### src/rtl/spi_boot_loader_pkg.sv
// ============================================================================
//  Package     : rv_boot_pkg
//  Description : Shared types and constants for the SPI flash boot loader.
//  Revision    : 1.0 - initial release
// ============================================================================
`default_nettype none

package rv_boot_pkg;

    typedef enum logic [2:0] {
        IDLE  = 3'd0,
        CMD   = 3'd1,
        DATA  = 3'd2,
        WRITE = 3'd3,
        DONE  = 3'd4
    } boot_state_t;

    localparam logic [7:0]  FLASH_READ_CMD = 8'h03;
    localparam logic [31:0] ERASED_WORD    = 32'hFFFF_FFFF;

    // Flash bytes arrive b0 first; the instruction word is little-endian.
    function automatic logic [31:0] bswap32(input logic [31:0] w);
        return {w[7:0], w[15:8], w[23:16], w[31:24]};
    endfunction

endpackage

`default_nettype wire

### src/rtl/spi_boot_loader_if.sv
// ============================================================================
//  Interface   : spi_boot_loader_if
//  Description : SPI flash pins and instruction-memory write port.
//  Revision    : 1.0 - initial release
// ============================================================================
`default_nettype none

interface spi_boot_loader_if;

    logic        spi_sck;
    logic        spi_cs;
    logic        spi_mosi;
    logic        spi_miso;
    logic        imem_prog_ena;
    logic        imem_en;
    logic [31:0] imem_addr;
    logic [31:0] imem_din;

    modport master (
        output spi_sck, spi_cs, spi_mosi,
        output imem_prog_ena, imem_en, imem_addr, imem_din,
        input  spi_miso
    );

    modport slave (
        input  spi_sck, spi_cs, spi_mosi,
        input  imem_prog_ena, imem_en, imem_addr, imem_din,
        output spi_miso
    );

endinterface

`default_nettype wire

### src/rtl/spi_boot_loader_shift_engine.sv
// ============================================================================
//  Module      : spi_shift_engine
//  Description : Mode-0 SCK divider with a shared 32-bit TX/RX shift register.
//  Revision    : 1.0 - initial release
// ============================================================================
`default_nettype none

module spi_shift_engine #(
    parameter int CLK_DIV = 4
) (
    input  wire logic        clk,
    input  wire logic        rst_n,
    input  wire logic        start,
    input  wire logic [31:0] tx_word,
    input  wire logic        miso,
    output logic             sck,
    output logic             mosi,
    output logic [31:0]      rx_word,
    output logic             done
);

    localparam logic [7:0] c_div_last = 8'(CLK_DIV - 1);

    logic        r_active;
    logic        r_sck;
    logic        r_mosi;
    logic        r_done;
    logic [7:0]  r_div;
    logic [5:0]  r_cnt;
    logic [31:0] r_sr;

    always_ff @(posedge clk or negedge rst_n) begin
        if (!rst_n) begin
            r_active <= 1'b0;
            r_sck    <= 1'b0;
            r_mosi   <= 1'b0;
            r_done   <= 1'b0;
            r_div    <= 8'd0;
            r_cnt    <= 6'd0;
            r_sr     <= 32'd0;
        end else begin
            r_done <= 1'b0;
            if (start) begin
                // MSB goes out together with the load so it is valid before the first rise.
                r_active <= 1'b1;
                r_sck    <= 1'b0;
                r_div    <= 8'd0;
                r_cnt    <= 6'd0;
                r_sr     <= tx_word;
                r_mosi   <= tx_word[31];
            end else if (r_active) begin
                if (r_cnt == 6'd32) begin
                    r_active <= 1'b0;
                    r_sck    <= 1'b0;
                end else if (r_div == c_div_last) begin
                    r_div <= 8'd0;
                    r_sck <= ~r_sck;
                    if (!r_sck) begin
                        r_sr  <= {r_sr[30:0], miso};
                        r_cnt <= r_cnt + 6'd1;
                        if (r_cnt == 6'd31) begin
                            r_done <= 1'b1;
                        end
                    end else begin
                        r_mosi <= r_sr[31];
                    end
                end else begin
                    r_div <= r_div + 8'd1;
                end
            end
        end
    end

    assign sck     = r_sck;
    assign mosi    = r_mosi;
    assign rx_word = r_sr;
    assign done    = r_done;

endmodule

`default_nettype wire

### src/rtl/spi_boot_loader.sv
// ============================================================================
//  Module      : spi_boot_loader
//  Description : Copies a program image from SPI flash into instruction memory.
//  Revision    : 1.0 - initial release
// ============================================================================
`default_nettype none

module spi_boot_loader
    import rv_boot_pkg::*;
#(
    parameter int          CLK_DIV    = 4,
    parameter logic [23:0] FLASH_BASE = 24'h300000,
    parameter int          MAX_WORDS  = 4096
) (
    input  wire logic               clk,
    input  wire logic               rst_n,
    input  wire logic               start,
    spi_boot_loader_if.master       bus,
    output logic                    core_hold,
    output logic                    busy,
    output logic                    done,
    output logic [15:0]             word_cnt
);

    localparam logic [16:0] c_max_words = 17'(MAX_WORDS);
    localparam logic [31:0] c_read_cmd  = {FLASH_READ_CMD, FLASH_BASE};

    boot_state_t r_state;
    boot_state_t w_state_next;

    logic        w_eng_start;
    logic [31:0] w_eng_tx;
    logic        w_eng_done;
    logic [31:0] w_eng_rx;
    logic        w_eng_sck;
    logic        w_eng_mosi;

    logic [15:0] r_word_cnt;
    logic [31:0] r_din;
    logic        r_done;
    logic        r_core_hold;

    logic [16:0] w_cnt_inc;
    logic        w_start_ok;
    logic        w_enter_done;
    logic        w_busy;

    assign w_cnt_inc  = {1'b0, r_word_cnt} + 17'd1;
    assign w_start_ok = start && ((r_state == IDLE) || (r_state == DONE));

    spi_shift_engine #(
        .CLK_DIV (CLK_DIV)
    ) u_engine (
        .clk     (clk),
        .rst_n   (rst_n),
        .start   (w_eng_start),
        .tx_word (w_eng_tx),
        .miso    (bus.spi_miso),
        .sck     (w_eng_sck),
        .mosi    (w_eng_mosi),
        .rx_word (w_eng_rx),
        .done    (w_eng_done)
    );

    always_ff @(posedge clk or negedge rst_n) begin
        if (!rst_n) begin
            r_state <= IDLE;
        end else begin
            r_state <= w_state_next;
        end
    end

    always_comb begin
        w_state_next = r_state;
        w_eng_start  = 1'b0;
        w_eng_tx     = 32'd0;
        case (r_state)
            IDLE, DONE: begin
                if (start) begin
                    if (c_max_words == 17'd0) begin
                        w_state_next = DONE;
                    end else begin
                        w_state_next = CMD;
                        w_eng_start  = 1'b1;
                        w_eng_tx     = c_read_cmd;
                    end
                end
            end
            CMD: begin
                if (w_eng_done) begin
                    w_state_next = DATA;
                    w_eng_start  = 1'b1;
                end
            end
            DATA: begin
                if (w_eng_done) begin
                    w_state_next = WRITE;
                end
            end
            WRITE: begin
                // CS stays low between words: the flash keeps streaming (continuous read).
                if ((w_cnt_inc < c_max_words) && (r_din != ERASED_WORD)) begin
                    w_state_next = DATA;
                    w_eng_start  = 1'b1;
                end else begin
                    w_state_next = DONE;
                end
            end
            default: begin
                w_state_next = IDLE;
            end
        endcase
    end

    // A restart from DONE that goes straight back to DONE must still re-set done.
    assign w_enter_done = (w_state_next == DONE) && ((r_state != DONE) || start);

    always_ff @(posedge clk or negedge rst_n) begin
        if (!rst_n) begin
            r_word_cnt  <= 16'd0;
            r_din       <= 32'd0;
            r_done      <= 1'b0;
            r_core_hold <= 1'b1;
        end else begin
            if (w_start_ok) begin
                r_word_cnt  <= 16'd0;
                r_done      <= 1'b0;
                r_core_hold <= 1'b1;
            end
            if ((r_state == DATA) && w_eng_done) begin
                r_din <= bswap32(w_eng_rx);
            end
            if (r_state == WRITE) begin
                r_word_cnt <= w_cnt_inc[15:0];
            end
            if (w_enter_done) begin
                r_done      <= 1'b1;
                r_core_hold <= 1'b0;
            end
        end
    end

    assign w_busy = (r_state == CMD) || (r_state == DATA) || (r_state == WRITE);

    assign bus.spi_cs        = ~w_busy;
    assign bus.spi_sck       = w_eng_sck & w_busy;
    assign bus.spi_mosi      = w_eng_mosi & w_busy;
    assign bus.imem_prog_ena = (r_state == WRITE);
    assign bus.imem_en       = (r_state == WRITE);
    assign bus.imem_addr     = {14'd0, r_word_cnt, 2'b00};
    assign bus.imem_din      = r_din;

    assign core_hold = r_core_hold;
    assign busy      = w_busy;
    assign done      = r_done;
    assign word_cnt  = r_word_cnt;

endmodule

`default_nettype wire

### src/flat_wrapper.sv
// flat-port wrapper written by rule: the top's interface ports become plain ports
module spi_boot_loader_flat import rv_boot_pkg::*;
#(
    parameter int          CLK_DIV    = 4,
    parameter logic [23:0] FLASH_BASE = 24'h300000,
    parameter int          MAX_WORDS  = 4096
)
  (clk, rst_n, start, core_hold, busy, done, word_cnt, bus_spi_sck, bus_spi_cs, bus_spi_mosi, bus_imem_prog_ena, bus_imem_en, bus_imem_addr, bus_imem_din, bus_spi_miso);
  spi_boot_loader_if bus_i ();
  input  wire logic clk;
  input  wire logic rst_n;
  input  wire logic start;
  output logic core_hold;
  output logic busy;
  output logic done;
  output logic [15:0] word_cnt;
  output wire logic [$bits(bus_i.spi_sck)-1:0] bus_spi_sck;
  output wire logic [$bits(bus_i.spi_cs)-1:0] bus_spi_cs;
  output wire logic [$bits(bus_i.spi_mosi)-1:0] bus_spi_mosi;
  output wire logic [$bits(bus_i.imem_prog_ena)-1:0] bus_imem_prog_ena;
  output wire logic [$bits(bus_i.imem_en)-1:0] bus_imem_en;
  output wire logic [$bits(bus_i.imem_addr)-1:0] bus_imem_addr;
  output wire logic [$bits(bus_i.imem_din)-1:0] bus_imem_din;
  input wire logic [$bits(bus_i.spi_miso)-1:0] bus_spi_miso;
  assign bus_spi_sck = bus_i.spi_sck;
  assign bus_spi_cs = bus_i.spi_cs;
  assign bus_spi_mosi = bus_i.spi_mosi;
  assign bus_imem_prog_ena = bus_i.imem_prog_ena;
  assign bus_imem_en = bus_i.imem_en;
  assign bus_imem_addr = bus_i.imem_addr;
  assign bus_imem_din = bus_i.imem_din;
  assign bus_i.spi_miso = bus_spi_miso;
  spi_boot_loader #(.CLK_DIV(CLK_DIV), .FLASH_BASE(FLASH_BASE), .MAX_WORDS(MAX_WORDS)) u_core (.clk(clk), .rst_n(rst_n), .start(start), .bus(bus_i), .core_hold(core_hold), .busy(busy), .done(done), .word_cnt(word_cnt));
endmodule
### config.mk
export PLATFORM = sky130hd
export DESIGN_NAME = spi_boot_loader_flat
export DESIGN_NICKNAME = d
export VERILOG_FILES = /design/src/rtl/spi_boot_loader_pkg.sv /design/src/rtl/spi_boot_loader_if.sv /design/src/rtl/spi_boot_loader_shift_engine.sv /design/src/rtl/spi_boot_loader.sv /design/src/flat_wrapper.sv
export SDC_FILE = /design/constraint.sdc
export NUM_CORES = 1
export LEC_CHECK = 0
export ABC_CLOCK_PERIOD_IN_PS = 2700
export CAP_MARGIN = 20
export CORE_MARGIN = 5
export CORE_UTILIZATION = 50
export DETAILED_ROUTE_END_ITERATION = 10
export MAX_ROUTING_LAYER = met4
export PLACE_DENSITY_LB_ADDON = 0.12
export SLEW_MARGIN = 20
export SYNTH_ARGS = -nofsm -noshare
export SYNTH_HDL_FRONTEND = slang
export SYNTH_SLANG_ARGS = --single-unit
### constraint.sdc
create_clock -name clk -period 2.7 [get_ports clk]
set_input_delay 0.54 -clock clk [delete_from_list [all_inputs] [get_ports clk]]
set_output_delay 0.54 -clock clk [all_outputs]
set_load 0.02 [all_outputs]
======== Word-level counts from Yosys, hierarchy flattened ========
Index checks and enable logic that the tools add are counted.
cells by class
  shifts and indexed selects .............. 0
  multiplexer cells ....................... 49
  magnitude comparators ................... 1
  divide/modulo/power cells ............... 0
  $mul .................................... 0
  equal/unequal tests ..................... 12
  bitwise logic cells ..................... 4
  add/subtract/negate cells ............... 3
  reductions and logical operators ........ 20
operators by type and width
  kind                                                           count
  two-way mux 32 bit                                             6
  two-way mux 16 bit                                             2
  two-way mux 8 bit                                              4
  inequality test 32 bit (second input constant)                 1
  two-way mux 6 bit                                              5
  two-way mux 26 bit                                             1
  two-way mux 1 bit                                              25
  adder 16 x 1 -> 17 bit (second input constant)                 1
  less-than comparator 17 x 13 -> 1 bit (second input constant)  1
  two-way mux 3 bit                                              4
  one-hot mux 3 bit (4 select lines)                             1
  nonzero test 2 bit                                             5
  adder 8 x 1 -> 8 bit (second input constant)                   1
  equality test 8 x 2 -> 1 bit (second input constant)           1
  AND reduction 4 bit                                            2
  adder 6 x 1 -> 6 bit (second input constant)                   1
  equality test 3 x 2 -> 1 bit (second input constant)           2
  equality test 3 bit (second input constant)                    2
  equality test 6 x 5 -> 1 bit (second input constant)           1
  equality test 6 bit (second input constant)                    1
  logical AND 1 bit                                              4
  logical OR 1 bit                                               4
  inequality test 2 bit (second input constant)                  2
  AND reduction 2 bit                                            2
  8 further kinds                                                10
storage, ports and cells
  bits in latches ......................... 0
  word-level logic and storage cells ...... 101
  register bits ........................... 103
  bits in read-only memories .............. 0
  output and inout bits ................... 88
  bits in writable memories ............... 0
  memories ................................ 0

======== Depth between registers and ports, before layout ========
Gate-level depths: netlist (run 1).
  word-level depth ........................ 8
  mapped depth ............................ 9
  mapped depth without buffers ............ 8

======== By module ========
A second synthesis (run 1) with hierarchy kept.
unflattened totals
  cell total of the unflattened synthesis .. 496
  area, all modules ....................... 5270.1 um2
by module, submodules not included
  module            cells an instance  instances  area an instance (um2)
  spi_boot_loader   236                1          2661.3
  spi_shift_engine  260                1          2608.8

======== Worst setup path after synthesis (run 1) ========
No wires, ideal clock.
  path kind ............................... reg-to-reg
  start point ............................. reg u_core.r_word_cnt[0] (netlist: u_core.word_cnt[0])
  end point ............................... reg u_core.u_engine.r_mosi (netlist: u_core.u_engine.mosi)
  cell stages (with the launch flop) ...... 9
  data required time ...................... 2563 ps
  path slack .............................. 130 ps
  arrival ................................. 2433 ps
  clock period less this slack ............ 2570 ps
  path buffers ............................ 1
  path through ............................ dfrtp_1 -> ha_1 -> nand3_1 -> nor4_1 -> mux2i_1 -> nand4_1 -> nor3_1 -> clkbuf_1 -> nor3_1
between the ends
  word-level cells in the longest chain between the ends .. 7
  elaborated cells on any way between the ends .. 11
  those cells by class .................... 1 x add/sub; 1 x order compare; 1 x eq/ne; 3 x mux; 5 x reduce/logical
ends and longest elaborated chain
  element                                                                       line                                RTL
  start: declaration                                                            spi_boot_loader.sv:38               logic [15:0] r_word_cnt;
  start signal: assignment                                                      spi_boot_loader.sv:134              r_word_cnt <= w_cnt_inc[15:0];
  adder 16 x 1 -> 17 bit (*)                                                    spi_boot_loader.sv:48               assign w_cnt_inc = {1'b0, r_word_cnt} + 17'd1;
  less-than comparator 17 x 13 -> 1 bit (*)                                     spi_boot_loader.sv:102              if ((w_cnt_inc < c_max_words) && (r_din != ERASED_WORD)) begin
  logical AND 1 bit (*)                                                         spi_boot_loader.sv:102
  two-way mux 1 bit (*)                                                         spi_boot_loader.sv:102
  one-hot mux 1 bit (3 select lines) (*)                                        spi_boot_loader.sv:77               case (r_state)
  inequality test 2 bit (no line) / nonzero test 2 bit (equally long branches)  --
  AND reduction 4 bit (no line)                                                 --
  end signal: assignment                                                        spi_boot_loader_shift_engine.sv:50  r_mosi <= tx_word[31];
  end signal: assignment                                                        spi_boot_loader_shift_engine.sv:65  r_mosi <= r_sr[31];
  end: declaration                                                              spi_boot_loader_shift_engine.sv:26  logic r_mosi;
Mark *: on every way between the ends. The rest lies on a longest branch, timed or not.
A chain may end at the register's enable or synchronous reset.

======== Worst setup path in the final report (run 1) ========
  start point ............................. reg u_core.u_engine.r_div[0]
  end point ............................... reg u_core.u_engine.r_cnt[5]
between the ends
  word-level cells in the longest chain between the ends .. 3
ends and longest elaborated chain
  element                        line                                RTL
  start: declaration             spi_boot_loader_shift_engine.sv:28  logic [7:0] r_div;
  start signal: assignment       spi_boot_loader_shift_engine.sv:68  r_div <= r_div + 8'd1;
  equality test 8 x 2 -> 1 bit   spi_boot_loader_shift_engine.sv:55  end else if (r_div == c_div_last) begin
  nonzero test 2 bit (no line)   --
  AND reduction 4 bit (no line)  --
  end signal: assignment         spi_boot_loader_shift_engine.sv:60  r_cnt <= r_cnt + 6'd1;
  end: declaration               spi_boot_loader_shift_engine.sv:29  logic [5:0] r_cnt;
Every way passes these cells.

==> results.toml, run 1 <==
[yosys]
syn_avg_cell_area_sq_um = 11.2
synth_edf_count = 0
synth-seq-cells = 103
synth.distinct_cells = 44
yosysWarnings = 0
syn_area_sq_um = 4890
ys_seq_area_frac = 0.527
syn_inst = 435
synth-async-reset-ratio = 1.00
ys.flop_type = "dfrtp_1"

[global_routing]
grt_max_degree = 48
grt_pass1_vias = 3455
grt_antenna_before_repair = 0
grtUsageTotal = 0.186
grt_pass1_wl_mm = 17.1
gr-total-overflow = 0

[setup_path]
cp_data_arrival_time_ps = 2860
crit_top_cell = "or4b_1"
crit_slowest_cell = "or4b_1"
endpoint_kind = "flip-flop"
critPathRequiredTime_ps = 2940
cp_slowest_stage_delay_ps = 480
crit_path_cell_trace = "ha_1 -> or4b_1 -> or4_4 -> nor3_4 -> or4b_1 -> xor2_1 -> nor3_2"
critPathMaxFanout = 3
r2r_cells = 7
path_class = "flip-flop to flip-flop"
critPathLaunchType = "flip-flop"
r2r_slack_ps = 80

[pwr]
pwr_density_cell_nw_per_um2 = 444
peakVddDrop_v = 0.000359
p_leak_nw = 2.61

[sta]
hold_viol = 0
finalCritPeriodShare = 0.969
final_max_slew_viol_count = 0
worst_pin_slew_ps = 638
rsz0062_at_grt = "false"
relSlewSlack = 0.575
finalSetupViolations = 0
hold_ws_ps = 186
finalCriticalPeriod_ps = 2620
tns_ps = 0
fmax_mhz = 382
finClkSkew_ps = 10.3

[clocking]
clock-sinks = 103
cts_buffers = 9
path_clk_slew_ps = 90
hold_buffers = 0
clk_latency_ps = 350
cts_root_buf = "clkbuf_8"
cts_tree = "done"
cts_buffer_depth = 2
h-tree-depth = 3

[layout]
regArea_sq_um = 2580
finish.instance_area_sq_um = 5960
n_antenna_cell = 0
multi_input_area_sq_um = 2020
layout-drive-gt1-share = 0.144
nNetsFinal = 510
area_growth_pct = 21.9
nFillCells = 835

[drt]
wl_met2_mm = 4.88
top_layer_used = "met4"
vias = 3508
drt_first_pass_iters = 4
wl_met1_mm = 4.92
drt_wl_total_mm = 10.4
drc_errors = 0
ant_nets = 0
drt_iter0_markers = 131
routed_via_density = 5.48
wl_met3_um = 444
wl_per_cell_um = 16.2

[die]
core_sq_um = 9640
start_util = 0.507
die_x_um = 109
chipHeight_um = 109
rows = 36
die_area_sq_um = 11900
ioPinCount = 92

[job]
max-cap-violations = 0

[placed_design]
numPortBuffers = 75
placed_area_sq_um = 5690
gp_congestion = 0.870
post-dp-hpwl_mm = 7.16

[worst_hold_path]
hp-class = "input port to async pin"

[run_status]
status = "finished clean"
[worst paths after layout]
check / startpoint / end
worst min register to register: u_core.done / u_core.done
worst min-delay path: rst_n / u_core.u_engine.r_div[5]
worst max-delay path: u_core.u_engine.r_div[0] / u_core.u_engine.r_cnt[5]
max in group asynchronous: rst_n / u_core.u_engine.rx_word[22]
min in group clk: u_core.done / u_core.done
worst max register to register: u_core.u_engine.r_div[0] / u_core.u_engine.r_cnt[5]
[report_power, final]
part	total [mW]	internal, mW	switching [mW]
Combinational	0.0642	0.0108	0.0534
Clock	1.03	0.523	0.509
Sequential	1.55	1.55	0.00359
[flip-flops by register name, indices dropped and copies added, names as in the netlist]
register                  flops
u_core.core_hold              1
u_core.u_engine.done          1
u_core.done                   1
u_core.u_engine.mosi          1
u_core.u_engine.r_active      1
u_core.word_cnt              16
u_core.bus.imem_din          32
u_core.u_engine.rx_word      32
u_core.r_state                3
u_core.u_engine.r_cnt         6
u_core.u_engine.r_div         8
u_core.u_engine.sck           1
[placed cells by master, fill, tap and decap left out, drive strengths merged, types with 2 or more instances in the layout]
master	Yosys	layout
conb	1	16
mux2i	37	37
a211oi	4	4
and4	2	2
xor2	10	10
a21o	2	2
bufinv	0	2
nand2b	3	3
nor2	13	13
or4	2	2
inv	4	4
ha	4	4
nand3	12	12
nor3	49	49
or4b	3	3
nor4	8	8
nand2	20	20
clkbuf	16	12
nand4	20	20
and3	4	4
clkinvlp	0	3
buf	37	19
xnor2	4	4
and2	2	2
dfrtp	102	102
a21oi	10	10
mux2	32	32
o31ai	2	2
clkdlybuf4s50	0	74
o21ai	17	17
[through the flow]
| stage | std cells | total power [mW] | worst slack, ps | utilization |
|---|---|---|---|---|
| final | 640 | 2.65 | 82.4 | 0.618 |
| after global routing | 640 | 2.76 | 1.19 | 0.618 |
| after CTS | 636 | 2.68 | 96.7 | 0.613 |
| after detailed placement | 620 | 1.65 | 108 | 0.591 |
| after global placement | 620 | 1.65 | 217 | 0.591 |
| after floorplan | 450 | 1.62 | 130 | - |
[metal layers]
metal,global-route usage,up-vias
met4,0.0649,0
met5,-,-
met3,0.0302,13
met2,0.282,82
met1,0.255,1733
li1,-,1680
[logic make-up after synthesis]
logic type	Yosys count	share of synthesized area
simple gates	140	0.153
compound gates	46	0.0591
xor+xnor	14	0.0251
buf+inv	58	0.0752
flops	103	0.527
mux	69	0.149
other cells	1	0.000767
fa+ha+maj	4	0.0102
[synthesized netlist by cell type, drive strengths merged, types with 2 or more instances]
| library cell | n | area share |
|---|---|---|
| clkbuf | 16 | 0.012 |
| or4 | 2 | 0.0031 |
| mux2i | 37 | 0.076 |
| xnor2 | 4 | 0.0072 |
| nand2 | 20 | 0.015 |
| and4 | 2 | 0.0036 |
| nor2 | 13 | 0.010 |
| inv | 4 | 0.0031 |
| a21oi | 10 | 0.010 |
| and2 | 2 | 0.0026 |
| buf | 37 | 0.059 |
| a21o | 2 | 0.0031 |
| a211oi | 4 | 0.0061 |
| and3 | 4 | 0.0051 |
| o31ai | 2 | 0.0031 |
| nand4 | 20 | 0.026 |
| nand2b | 3 | 0.0038 |
| ha | 4 | 0.010 |
| nor4 | 8 | 0.010 |
| nor3 | 49 | 0.052 |
| nand3 | 12 | 0.012 |
| mux2 | 32 | 0.074 |
| xor2 | 10 | 0.018 |
| dfrtp | 102 | 0.52 |
| o21ai | 17 | 0.017 |
| or4b | 3 | 0.0061 |
[critical path, delay by kind of cell, from the launching register on]
family	cells	cell delay, ps
simple gates	5	1720
xor+xnor	1	190
fa+ha+maj	1	200
flops	1	400
[layout make-up]
cell class | instances | share of cell area
Sequential cell | 103 | 0.433
Multi-Input combinational cell | 289 | 0.339
Timing Repair Buffer | 94 | 0.161
Tap cell | 133 | 0.0279
Clock buffer | 11 | 0.0220
Clock inverter | 5 | 0.0139
Inverter | 5 | 0.00315
[timing repair]
action,CTS,global route
setup endpoints to repair,0,3
setup buffers,0,3
gates resized for setup,0,1
No activity file was read; power rests on OpenSTA's default activity.
==> inputs of run 2 (changes only) <==
--- a/config.mk
+++ b/config.mk
@@ -8,8 +8,9 @@
 export ABC_CLOCK_PERIOD_IN_PS = 2700
 export CAP_MARGIN = 20
 export CORE_MARGIN = 5
-export CORE_UTILIZATION = 50
+export CORE_UTILIZATION = 52
 export DETAILED_ROUTE_END_ITERATION = 10
+export GPL_ROUTABILITY_DRIVEN = 1
 export MAX_ROUTING_LAYER = met4
 export PLACE_DENSITY_LB_ADDON = 0.12
 export SLEW_MARGIN = 20
==> results.toml, run 2 (same netlist as run 1, synthesis figures left out) <==
[layout]
n_antenna_cell = 0
layout-drive-gt1-share = 0.137
layout_commonest_cell = "dfrtp_1"
area_growth_pct = 20.7
regArea_sq_um = 2580
nNetsFinal = 506
fin_util = 0.642
most-common-layout-cells = "102 x dfrtp_1, 74 x clkdlybuf4s50_1, 45 x nor3_1"
multi_input_area_sq_um = 2020
nFillCells = 765

[sta]
fmax_mhz = 385
tns_ps = 0
worst_pin_slew_ps = 683
hold_viol = 0
final_max_slew_viol_count = 0
finClkSkew_ps = 16.2
relSlewSlack = 0.545
rsz0062_at_grt = "false"
finalSetupViolations = 0
finalCriticalPeriod_ps = 2600
finalCritPeriodShare = 0.962

[global_routing]
grt_antenna_before_repair = 0
grt_pass1_wl_mm = 17.7
grtUsageTotal = 0.198
grt_max_degree = 53
grt_pass1_vias = 3536
gr-total-overflow = 0

[run_status]
status = "finished clean"

[drt]
drt_iter0_markers = 118
routed_via_density = 5.71
vias = 3507
drc_errors = 0
ant_nets = 0
wl_per_cell_um = 17.6
drt_wl_total_mm = 10.8
drt_first_pass_iters = 4

[die]
die_x_um = 107
start_util = 0.532
die_area_sq_um = 11400
rows = 35
ioPinCount = 92
core_sq_um = 9200
chipHeight_um = 107

[setup_path]
cp_data_arrival_time_ps = 2850
critPathMaxFanout = 4
r2r_slack_ps = 100
path_class = "flip-flop to flip-flop"
critPathLaunchType = "flip-flop"
endpoint_kind = "flip-flop"
critPathRequiredTime_ps = 2960

[pwr]
pwr_density_cell_nw_per_um2 = 451
clkPwrFrac = 0.393
peakVddDrop_v = 0.000328
swShare = 0.217
power_frac_seq = 0.583
switching_power_mw = 0.577
power.internal_mw = 2.08
p_leak_nw = 2.60
comb_power_share = 0.024

[clocking]
clk_latency_ps = 370
cts_buffers = 9
h-tree-depth = 3
path_clk_slew_ps = 100
cts_buffer_depth = 2
cts_root_buf = "clkbuf_8"
cts_tree = "done"
clock-sinks = 103

[worst_hold_path]
hp-class = "input port to async pin"

[placed_design]
post-dp-hpwl_mm = 7.27
gp_congestion = 0.853
numPortBuffers = 75

[job]
max-cap-violations = 0
-- run 2: final cells by class --
type / count / area share
flip-flops and latches: 103 / 0.437
multi-input cells: 289 / 0.343
repair buffers: 90 / 0.157
well taps: 111 / 0.0235
clock buffers: 11 / 0.0223
clock inverters: 5 / 0.0140
inverters: 5 / 0.00318
-- run 2: stage by stage --
stage	power [mW]	cell area, sq um	hold WS [ps]	setup slack [ps]	instances
floorplan	1.62	4950	244	130	450
CTS	2.68	5860	233	96.0	612
global placement	1.65	5650	478	222	596
finish	2.66	5900	212	101	614
global route	2.75	5900	271	6.09	614
detailed placement	1.65	5650	516	119	596
-- run 2: path summary, 6_finish.rpt --
kind                                       endpoint  cells past startpoint                     start
max in group asynchronous   u_core.bus.imem_din[15]                      2                     rst_n
hold reg to reg                         u_core.done                      1               u_core.done
min in group clk                        u_core.done                      1               u_core.done
hold / removal             u_core.u_engine.r_div[5]                      1                     rst_n
setup / recovery           u_core.u_engine.r_cnt[5]                      7  u_core.u_engine.r_div[0]
setup reg to reg           u_core.u_engine.r_cnt[5]                      7  u_core.u_engine.r_div[0]
-- run 2: power by group through the flow --
stage / combinational [mW] / clock [mW] / sequential, mW
3_3_place_gp: 0.0657 / 0 / 1.58
5_1_grt: 0.0744 / 1.13 / 1.55
2_1_floorplan: 0.0426 / 0 / 1.58
4_1_cts: 0.0660 / 1.07 / 1.55
3_5_place_dp: 0.0659 / 0 / 1.58
6_report: 0.0643 / 1.04 / 1.55
-- run 2: layer usage --
layer | GRT usage | share of wire
met2 | 0.293 | 0.46
met3 | 0.0289 | 0.039
met5 | - | 0
met4 | 0.0858 | 0.025
met1 | 0.274 | 0.48
-- run 2: critical path, cell delays in order, from the launching register on --
cell	delay, ps
dfrtp_1	410
ha_1	200
or4b_1	460
or4_4	460
nor3_4	250
or4b_1	470
xor2_1	180
nor3_2	50
-- run 2: timing repair --
item	in CTS	in global routing
setup buffers	0	1
gates resized for setup	0	1
hold buffers	0	0
hold endpoints to repair	0	0
setup endpoints to repair	0	2
